`config.mk`:
```
export PLATFORM = sky130hd
export DESIGN_NAME = serial_addsub_flat
export DESIGN_NICKNAME = d
export VERILOG_FILES = /design/src/rtl/serial_addsub_if.sv /design/src/rtl/serial_addsub.sv /design/src/flat_wrapper.sv
export SDC_FILE = /design/constraint.sdc
export NUM_CORES = 1
export LEC_CHECK = 0
export BUFFER_PORTS_ARGS = -buffer_cell sky130_fd_sc_hd__clkbuf_2
export CAP_MARGIN = 20
export CORE_ASPECT_RATIO = 1.2
export CORE_MARGIN = 5
export CORE_UTILIZATION = 55
export DETAILED_ROUTE_END_ITERATION = 10
export HOLD_SLACK_MARGIN = 0.08
export PLACE_DENSITY_LB_ADDON = 0.2
export SYNTH_ARGS = -nofsm -noshare
export SYNTH_HDL_FRONTEND = slang
export SYNTH_SLANG_ARGS = --single-unit
export TNS_END_PERCENT = 5
```
`constraint.sdc`:
```
create_clock -name clk -period 2.2 [get_ports clk]
set_input_delay 0.22 -clock clk [delete_from_list [all_inputs] [get_ports clk]]
set_output_delay 0.22 -clock clk [all_outputs]
set_load 0.02 [all_outputs]
```
`src/rtl/serial_addsub_if.sv`:
```
// Operand/result handshake bundle for serial_addsub.
// The producer/consumer side uses the master modport and the block uses the slave modport.
interface serial_addsub_if #(
  parameter int unsigned WIDTH = 16
);

  // Operand side: operands and sub are qualified by in_valid/in_ready
  logic             in_valid;
  logic             in_ready;
  logic [WIDTH-1:0] op_a;
  logic [WIDTH-1:0] op_b;
  logic             sub;

  // Result side: result and flags are qualified by out_valid/out_ready
  logic             out_valid;
  logic             out_ready;
  logic [WIDTH-1:0] result;
  logic             carry_out;
  logic             overflow;
  logic             zero;

  modport master (
    output in_valid,
    output op_a,
    output op_b,
    output sub,
    output out_ready,
    input  in_ready,
    input  out_valid,
    input  result,
    input  carry_out,
    input  overflow,
    input  zero
  );

  modport slave (
    input  in_valid,
    input  op_a,
    input  op_b,
    input  sub,
    input  out_ready,
    output in_ready,
    output out_valid,
    output result,
    output carry_out,
    output overflow,
    output zero
  );

endinterface

```
`src/rtl/serial_addsub.sv`:
```
// Multi-cycle adder/subtractor that processes DIGIT bits per cycle.
// The carry between digits is kept in a register.
// Subtraction is A + ~B + 1: B is inverted when the operands are latched and the carry starts at 1.
// result and the flags change only on the final step, so they hold steady outside that edge.
module serial_addsub #(
  parameter int unsigned WIDTH = 16,
  parameter int unsigned DIGIT = 4
) (
  input  logic           clk,
  input  logic           rst_n,
  serial_addsub_if.slave bus
);

  localparam int unsigned NSTEPS = WIDTH / DIGIT;
  localparam int unsigned CNT_W  = (NSTEPS > 1) ? $clog2(NSTEPS) : 1;
  localparam int unsigned SUM_W  = DIGIT + 1;
  localparam logic [CNT_W-1:0] LAST_STEP = CNT_W'(NSTEPS - 1);

  // Reject parameter combinations that cannot be split into whole digits
  if (WIDTH < 2 || DIGIT < 1 || DIGIT > WIDTH || (WIDTH % DIGIT) != 0) begin : g_bad_params
    $error("serial_addsub: WIDTH must be >= 2 and a multiple of DIGIT (1..WIDTH)");
  end

  typedef enum logic [1:0] {
    IDLE = 2'd0,
    CALC = 2'd1,
    DONE = 2'd2
  } state_e;

  state_e           state_q, state_d;
  logic [WIDTH-1:0] a_q, a_d;
  logic [WIDTH-1:0] b_q, b_d;
  logic             carry_q, carry_d;
  logic [CNT_W-1:0] cnt_q, cnt_d;
  logic [WIDTH-1:0] acc_q, acc_d;
  logic [WIDTH-1:0] result_q, result_d;
  logic             cout_q, cout_d;
  logic             ovf_q, ovf_d;
  logic             zero_q, zero_d;
  logic             in_ready_q, in_ready_d;
  logic             out_valid_q, out_valid_d;

  logic [SUM_W-1:0] dig_full;
  logic [DIGIT-1:0] dig_sum;
  logic             dig_cout;
  logic             dig_cmsb;
  logic [WIDTH-1:0] a_shr;
  logic [WIDTH-1:0] b_shr;
  logic [WIDTH-1:0] acc_ins;

  // One digit of the ripple: the low DIGIT bits of A and B' plus the stored carry
  assign dig_full = {1'b0, a_q[DIGIT-1:0]} + {1'b0, b_q[DIGIT-1:0]} + SUM_W'(carry_q);
  assign dig_sum  = dig_full[DIGIT-1:0];
  assign dig_cout = dig_full[DIGIT];
  // Recover the carry into the digit's top bit from its sum bit
  assign dig_cmsb = dig_sum[DIGIT-1] ^ a_q[DIGIT-1] ^ b_q[DIGIT-1];

  // Shift the operands right and insert the new sum digit at the MSB end of the accumulator
  if (DIGIT == WIDTH) begin : g_single_step
    assign a_shr   = '0;
    assign b_shr   = '0;
    assign acc_ins = dig_sum;
  end else begin : g_multi_step
    assign a_shr   = {{DIGIT{1'b0}}, a_q[WIDTH-1:DIGIT]};
    assign b_shr   = {{DIGIT{1'b0}}, b_q[WIDTH-1:DIGIT]};
    assign acc_ins = {dig_sum, acc_q[WIDTH-1:DIGIT]};
  end

  // State register and datapath flops
  always_ff @(posedge clk or negedge rst_n) begin
    if (!rst_n) begin
      state_q     <= IDLE;
      a_q         <= '0;
      b_q         <= '0;
      carry_q     <= 1'b0;
      cnt_q       <= '0;
      acc_q       <= '0;
      result_q    <= '0;
      cout_q      <= 1'b0;
      ovf_q       <= 1'b0;
      zero_q      <= 1'b0;
      in_ready_q  <= 1'b1;
      out_valid_q <= 1'b0;
    end else begin
      state_q     <= state_d;
      a_q         <= a_d;
      b_q         <= b_d;
      carry_q     <= carry_d;
      cnt_q       <= cnt_d;
      acc_q       <= acc_d;
      result_q    <= result_d;
      cout_q      <= cout_d;
      ovf_q       <= ovf_d;
      zero_q      <= zero_d;
      in_ready_q  <= in_ready_d;
      out_valid_q <= out_valid_d;
    end
  end

  // Next-state, datapath updates and registered handshake outputs
  always_comb begin
    state_d  = state_q;
    a_d      = a_q;
    b_d      = b_q;
    carry_d  = carry_q;
    cnt_d    = cnt_q;
    acc_d    = acc_q;
    result_d = result_q;
    cout_d   = cout_q;
    ovf_d    = ovf_q;
    zero_d   = zero_q;

    unique case (state_q)
      IDLE: begin
        if (bus.in_valid && in_ready_q) begin
          a_d     = bus.op_a;
          b_d     = bus.sub ? ~bus.op_b : bus.op_b;
          carry_d = bus.sub;
          cnt_d   = '0;
          acc_d   = '0;
          state_d = CALC;
        end
      end
      CALC: begin
        a_d     = a_shr;
        b_d     = b_shr;
        carry_d = dig_cout;
        acc_d   = acc_ins;
        cnt_d   = cnt_q + CNT_W'(1);
        if (cnt_q == LAST_STEP) begin
          result_d = acc_ins;
          cout_d   = dig_cout;
          ovf_d    = dig_cout ^ dig_cmsb;
          zero_d   = (acc_ins == '0);
          state_d  = DONE;
        end
      end
      DONE: begin
        if (out_valid_q && bus.out_ready) begin
          state_d = IDLE;
        end
      end
      default: begin
        state_d = IDLE;
      end
    endcase

    in_ready_d  = (state_d == IDLE);
    out_valid_d = (state_d == DONE);
  end

  assign bus.in_ready  = in_ready_q;
  assign bus.out_valid = out_valid_q;
  assign bus.result    = result_q;
  assign bus.carry_out = cout_q;
  assign bus.overflow  = ovf_q;
  assign bus.zero      = zero_q;

endmodule
```
`src/flat_wrapper.sv`:
```
// flat-port wrapper written by rule: the top's interface ports become plain ports
module serial_addsub_flat 
#(
  parameter int unsigned WIDTH = 16,
  parameter int unsigned DIGIT = 4
)
  (clk, rst_n, bus_in_valid, bus_op_a, bus_op_b, bus_sub, bus_out_ready, bus_in_ready, bus_out_valid, bus_result, bus_carry_out, bus_overflow, bus_zero);
  serial_addsub_if #(.WIDTH(WIDTH)) bus_i ();
  input  logic clk;
  input  logic rst_n;
  input wire logic [$bits(bus_i.in_valid)-1:0] bus_in_valid;
  input wire logic [$bits(bus_i.op_a)-1:0] bus_op_a;
  input wire logic [$bits(bus_i.op_b)-1:0] bus_op_b;
  input wire logic [$bits(bus_i.sub)-1:0] bus_sub;
  input wire logic [$bits(bus_i.out_ready)-1:0] bus_out_ready;
  output wire logic [$bits(bus_i.in_ready)-1:0] bus_in_ready;
  output wire logic [$bits(bus_i.out_valid)-1:0] bus_out_valid;
  output wire logic [$bits(bus_i.result)-1:0] bus_result;
  output wire logic [$bits(bus_i.carry_out)-1:0] bus_carry_out;
  output wire logic [$bits(bus_i.overflow)-1:0] bus_overflow;
  output wire logic [$bits(bus_i.zero)-1:0] bus_zero;
  assign bus_i.in_valid = bus_in_valid;
  assign bus_i.op_a = bus_op_a;
  assign bus_i.op_b = bus_op_b;
  assign bus_i.sub = bus_sub;
  assign bus_i.out_ready = bus_out_ready;
  assign bus_in_ready = bus_i.in_ready;
  assign bus_out_valid = bus_i.out_valid;
  assign bus_result = bus_i.result;
  assign bus_carry_out = bus_i.carry_out;
  assign bus_overflow = bus_i.overflow;
  assign bus_zero = bus_i.zero;
  serial_addsub #(.WIDTH(WIDTH), .DIGIT(DIGIT)) u_core (.clk(clk), .rst_n(rst_n), .bus(bus_i));
endmodule
```
==> results_dict.tcl <==
set metrics [dict create \
    area_growth_pct 18.2 \
    synth.distinct_cells 43 \
    async_reset_ff_share_pct 100 \
    critPathLaunch "u_core.b_q[0]$_DFFE_PN0P_" \
    cpLargestDelayFamily "compound AO/OA/AOI/OAI gates" \
    drt_iter0_drc 124 \
    cts_root_buffer "clkbuf_8" \
    ys_seq_elements 70 \
    rows 30 \
    min_period_over_period_pct 92.8 \
    setup_viol 0 \
    fp.dieW_um 79.4 \
    slew_violations 0 \
    maxCapViolations 0 \
    routed_via_density 5.56 \
    cp_slowest_cell "fa_1" \
    finalCoreUtilization_pct 66.7 \
    powerDensity_nw_per_um2 1610 \
    syn_area_per_cell_um2 10.8 \
    fill_cells 450 \
    synth_flop_cell "dfrtp_1" \
    numPortBuffers 57 \
    clkTransAtPathRegs_ns 0.07 \
    critPathArrivalTime_ns 2.28 \
    diodes 0 \
    grt-ovfl-total 0 \
    clkLatencyLatePin_ns 0.33 \
    skew_ns 0.00690 \
    wire_per_inst_um 15.6 \
    ios 58 \
    cts_buffers 9 \
    cts_setup_buffers 0 \
    finalNetCount 401 \
    cp-end-kind "register" \
    antenna_found_initial 0 \
    drt_wl_total_um 6650 \
    cp-start-kind "register" \
    start_util_pct 56.4 \
    synthCells 295 \
    syn_area_um2 3180 \
    grt_pass1_wl_um 11400 \
    synth_nets 338 \
    r2r-start "u_core.b_q[0]$_DFFE_PN0P_" \
    cts_tree "yes" \
    power.total_mw 6.04 \
    fp.dieH_um 93.2 \
    drt_pass1_iterations 7 \
    multi_input_area_um2 1310 \
    clkSinkCount 70 \
    drc 0 \
    ant_nets 0 \
    track_usage_pct 20.0 \
    coreArea_um2 5630 \
    maxSlewHeadroom_pct 61.9 \
    tightest_slew_ns 0.570 \
    drive_gt1_share_pct 26.0 \
    critical_path.max_stage_delay_ns 0.42 \
    vias 2365 \
    grt_pass1_vias 2373 \
    hpwl_um 4690 \
    finalSetupTns_ns 0 \
    ys_seq_area_share_pct 55.2 \
    cellLeakagePower_nw 1.89 \
    cp_max_fo 3 \
    reg2reg_depth 8 \
    seqCellArea_um2 1750 \
    grt_max_degree 40 \
    h-tree-depth 3 \
    crit_type "register to register" \
    fmax_mhz 490 \
    finalWeightedCongestion 0.800 \
    grt_setup_unrepaired "false" \
    outcome "finished clean" \
    crit_buf_inv 2 \
    yosys_warnings 0 \
    path_cells "inv_1 > fa_1 > inv_1 > fa_1 > a21o_1 > a211oi_1 > a211oi_1 > o31ai_1" \
    layout_min_cycle_time_ns 2.04 \
    cp.depth 8 \
    synth_edf_count 0 \
    worst-endpoint-required_ns 2.44 \
    hold_path_class "input pin to register" \
    hold_viol 0 \
    worst_hold_startpoint "bus_op_b[14]" \
    die_area_um2 7400 \
    holdPathStages 3 \
    vdd_drop_max_mv 0.694 \
    clockBufferDepth 2 \
]
per-stage QoR:
stage | cell area [um2] | instances | worst slack, ns | hold WS (ns)
2_1_floorplan | 3180 | 295 | 0.287 | -0.0756
3_3_place_gp | 3510 | 406 | 0.220 | 0.271
3_5_place_dp | 3510 | 406 | 0.161 | 0.273
4_1_cts | 3750 | 425 | 0.117 | 0.153
5_1_grt | 3750 | 425 | 0.0104 | 0.164
6_report | 3750 | 425 | 0.158 | 0.162
kinds of logic (layout without fill, tap and decap cells):
kind of cell | Yosys count | count (layout) | synth area share [%]
xor+xnor | 18 | 18 | 4.96
mux | 13 | 13 | 5.56
flops | 70 | 70 | 55.2
fa+ha+maj | 6 | 6 | 2.84
compound gates | 52 | 52 | 11.4
buf+inv | 24 | 90 | 3.98
simple gates | 112 | 112 | 16.1
final timing paths:
check | slack [ns] | end
max | 0.16 | u_core.bus.overflow$_DFFE_PN0P_
min | 0.16 | u_core.b_q[14]$_DFFE_PN0P_
max reg2reg | 0.16 | u_core.bus.overflow$_DFFE_PN0P_
min reg2reg | 0.49 | u_core.bus.result[12]$_DFFE_PN0P_
max in group asynchronous | 1.36 | u_core.b_q[10]$_DFFE_PN0P_
min in group asynchronous | 0.44 | u_core.bus.result[4]$_DFFE_PN0P_
Yosys cell counts (2+ instances only):
library cell	number	area (um2)
mux2_4	8	120
a21boi_1	2	15.0
nor4_1	2	12.5
clkbuf_1	6	22.5
xnor2_1	17	149
a221o_1	10	100
a211oi_1	3	22.5
nor2_1	36	135
o21ai_1	11	55.1
o22ai_1	12	75.1
buf_4	3	22.5
mux2_1	5	56.3
dfrtp_1	69	1730
a21oi_1	4	20.0
nand2_1	40	150
ha_1	4	50.1
o21ai_0	3	15.0
nand3_1	22	110
fa_1	2	40.0
inv_1	5	18.8
buf_2	8	40.0
buf_6	2	22.5
flip-flops by register name, indices dropped and copies added (netlist names):
name and flops:
u_core.bus.carry_out 1, u_core.carry_q 1, u_core.a_q 16, u_core.b_q 16, u_core.acc_q 12, u_core.bus.result 16, u_core.cnt_q 2, u_core.bus.out_valid 1
u_core.bus.overflow 1, u_core.bus.zero 1, u_core.state_q 2, u_core.bus.in_ready 1
cells in the final DEF (no fill, tap or decap), drive strengths merged:
master,instances
a211oi,3
a21boi,2
a21o,2
a21oi,4
a221o,10
a22o,1
a22oi,1
and2,1
and3b,1
and4bb,1
buf,10
bufinv,1
clkbuf,69
dfrtp,69
dfstp,1
dlygate4sd3,5
fa,2
ha,4
inv,5
mux2,13
nand2,41
nand2b,1
nand3,22
nand3b,1
nand4,1
nand4bb,1
nor2,37
nor2b,1
nor4,2
nor4b,1
o211a,1
o21ai,14
o221ai,1
o22ai,12
o31ai,1
or3,1
xnor2,17
xor2,1
metal layers:
layer,part of all wire [%],global-route usage [%],up-vias
met1,42,25.1,1132
li1,-,-,1144
met4,1.9,7.88,0
met3,5.5,5.01,13
met2,51,33.0,76
met5,0,0,-
repair_timing:
| item | CTS | global route |
|---|---|---|
| setup endpoints to repair | 0 | 1 |
| hold buffers | 5 | 0 |
| resized for setup | 0 | 1 |
| hold endpoints to repair | 73 | 0 |
power breakdown:
part	switching, mW	internal [mW]	total [mW]
logic	1.59	1.16	2.75
registers	0.404	1.89	2.29
clock network	0.421	0.574	0.995
total	2.42	3.62	6.04
tightest hold or removal path, cell delays in order:
cell	delay (ns)
clkbuf_2	0.08
xnor2_1	0.10
o21ai_1	0.05
final cells by class:
| cell class | count | area share [%] |
|---|---|---|
| clock buffers | 13 | 4.23 |
| clock inverters | 1 | 0.800 |
| inverters | 5 | 0.500 |
| multi-input cells | 201 | 34.9 |
| flip-flops and latches | 70 | 46.7 |
| well taps | 64 | 2.13 |
| repair buffers | 71 | 10.7 |
No activity file was read; power rests on OpenSTA's default activity.
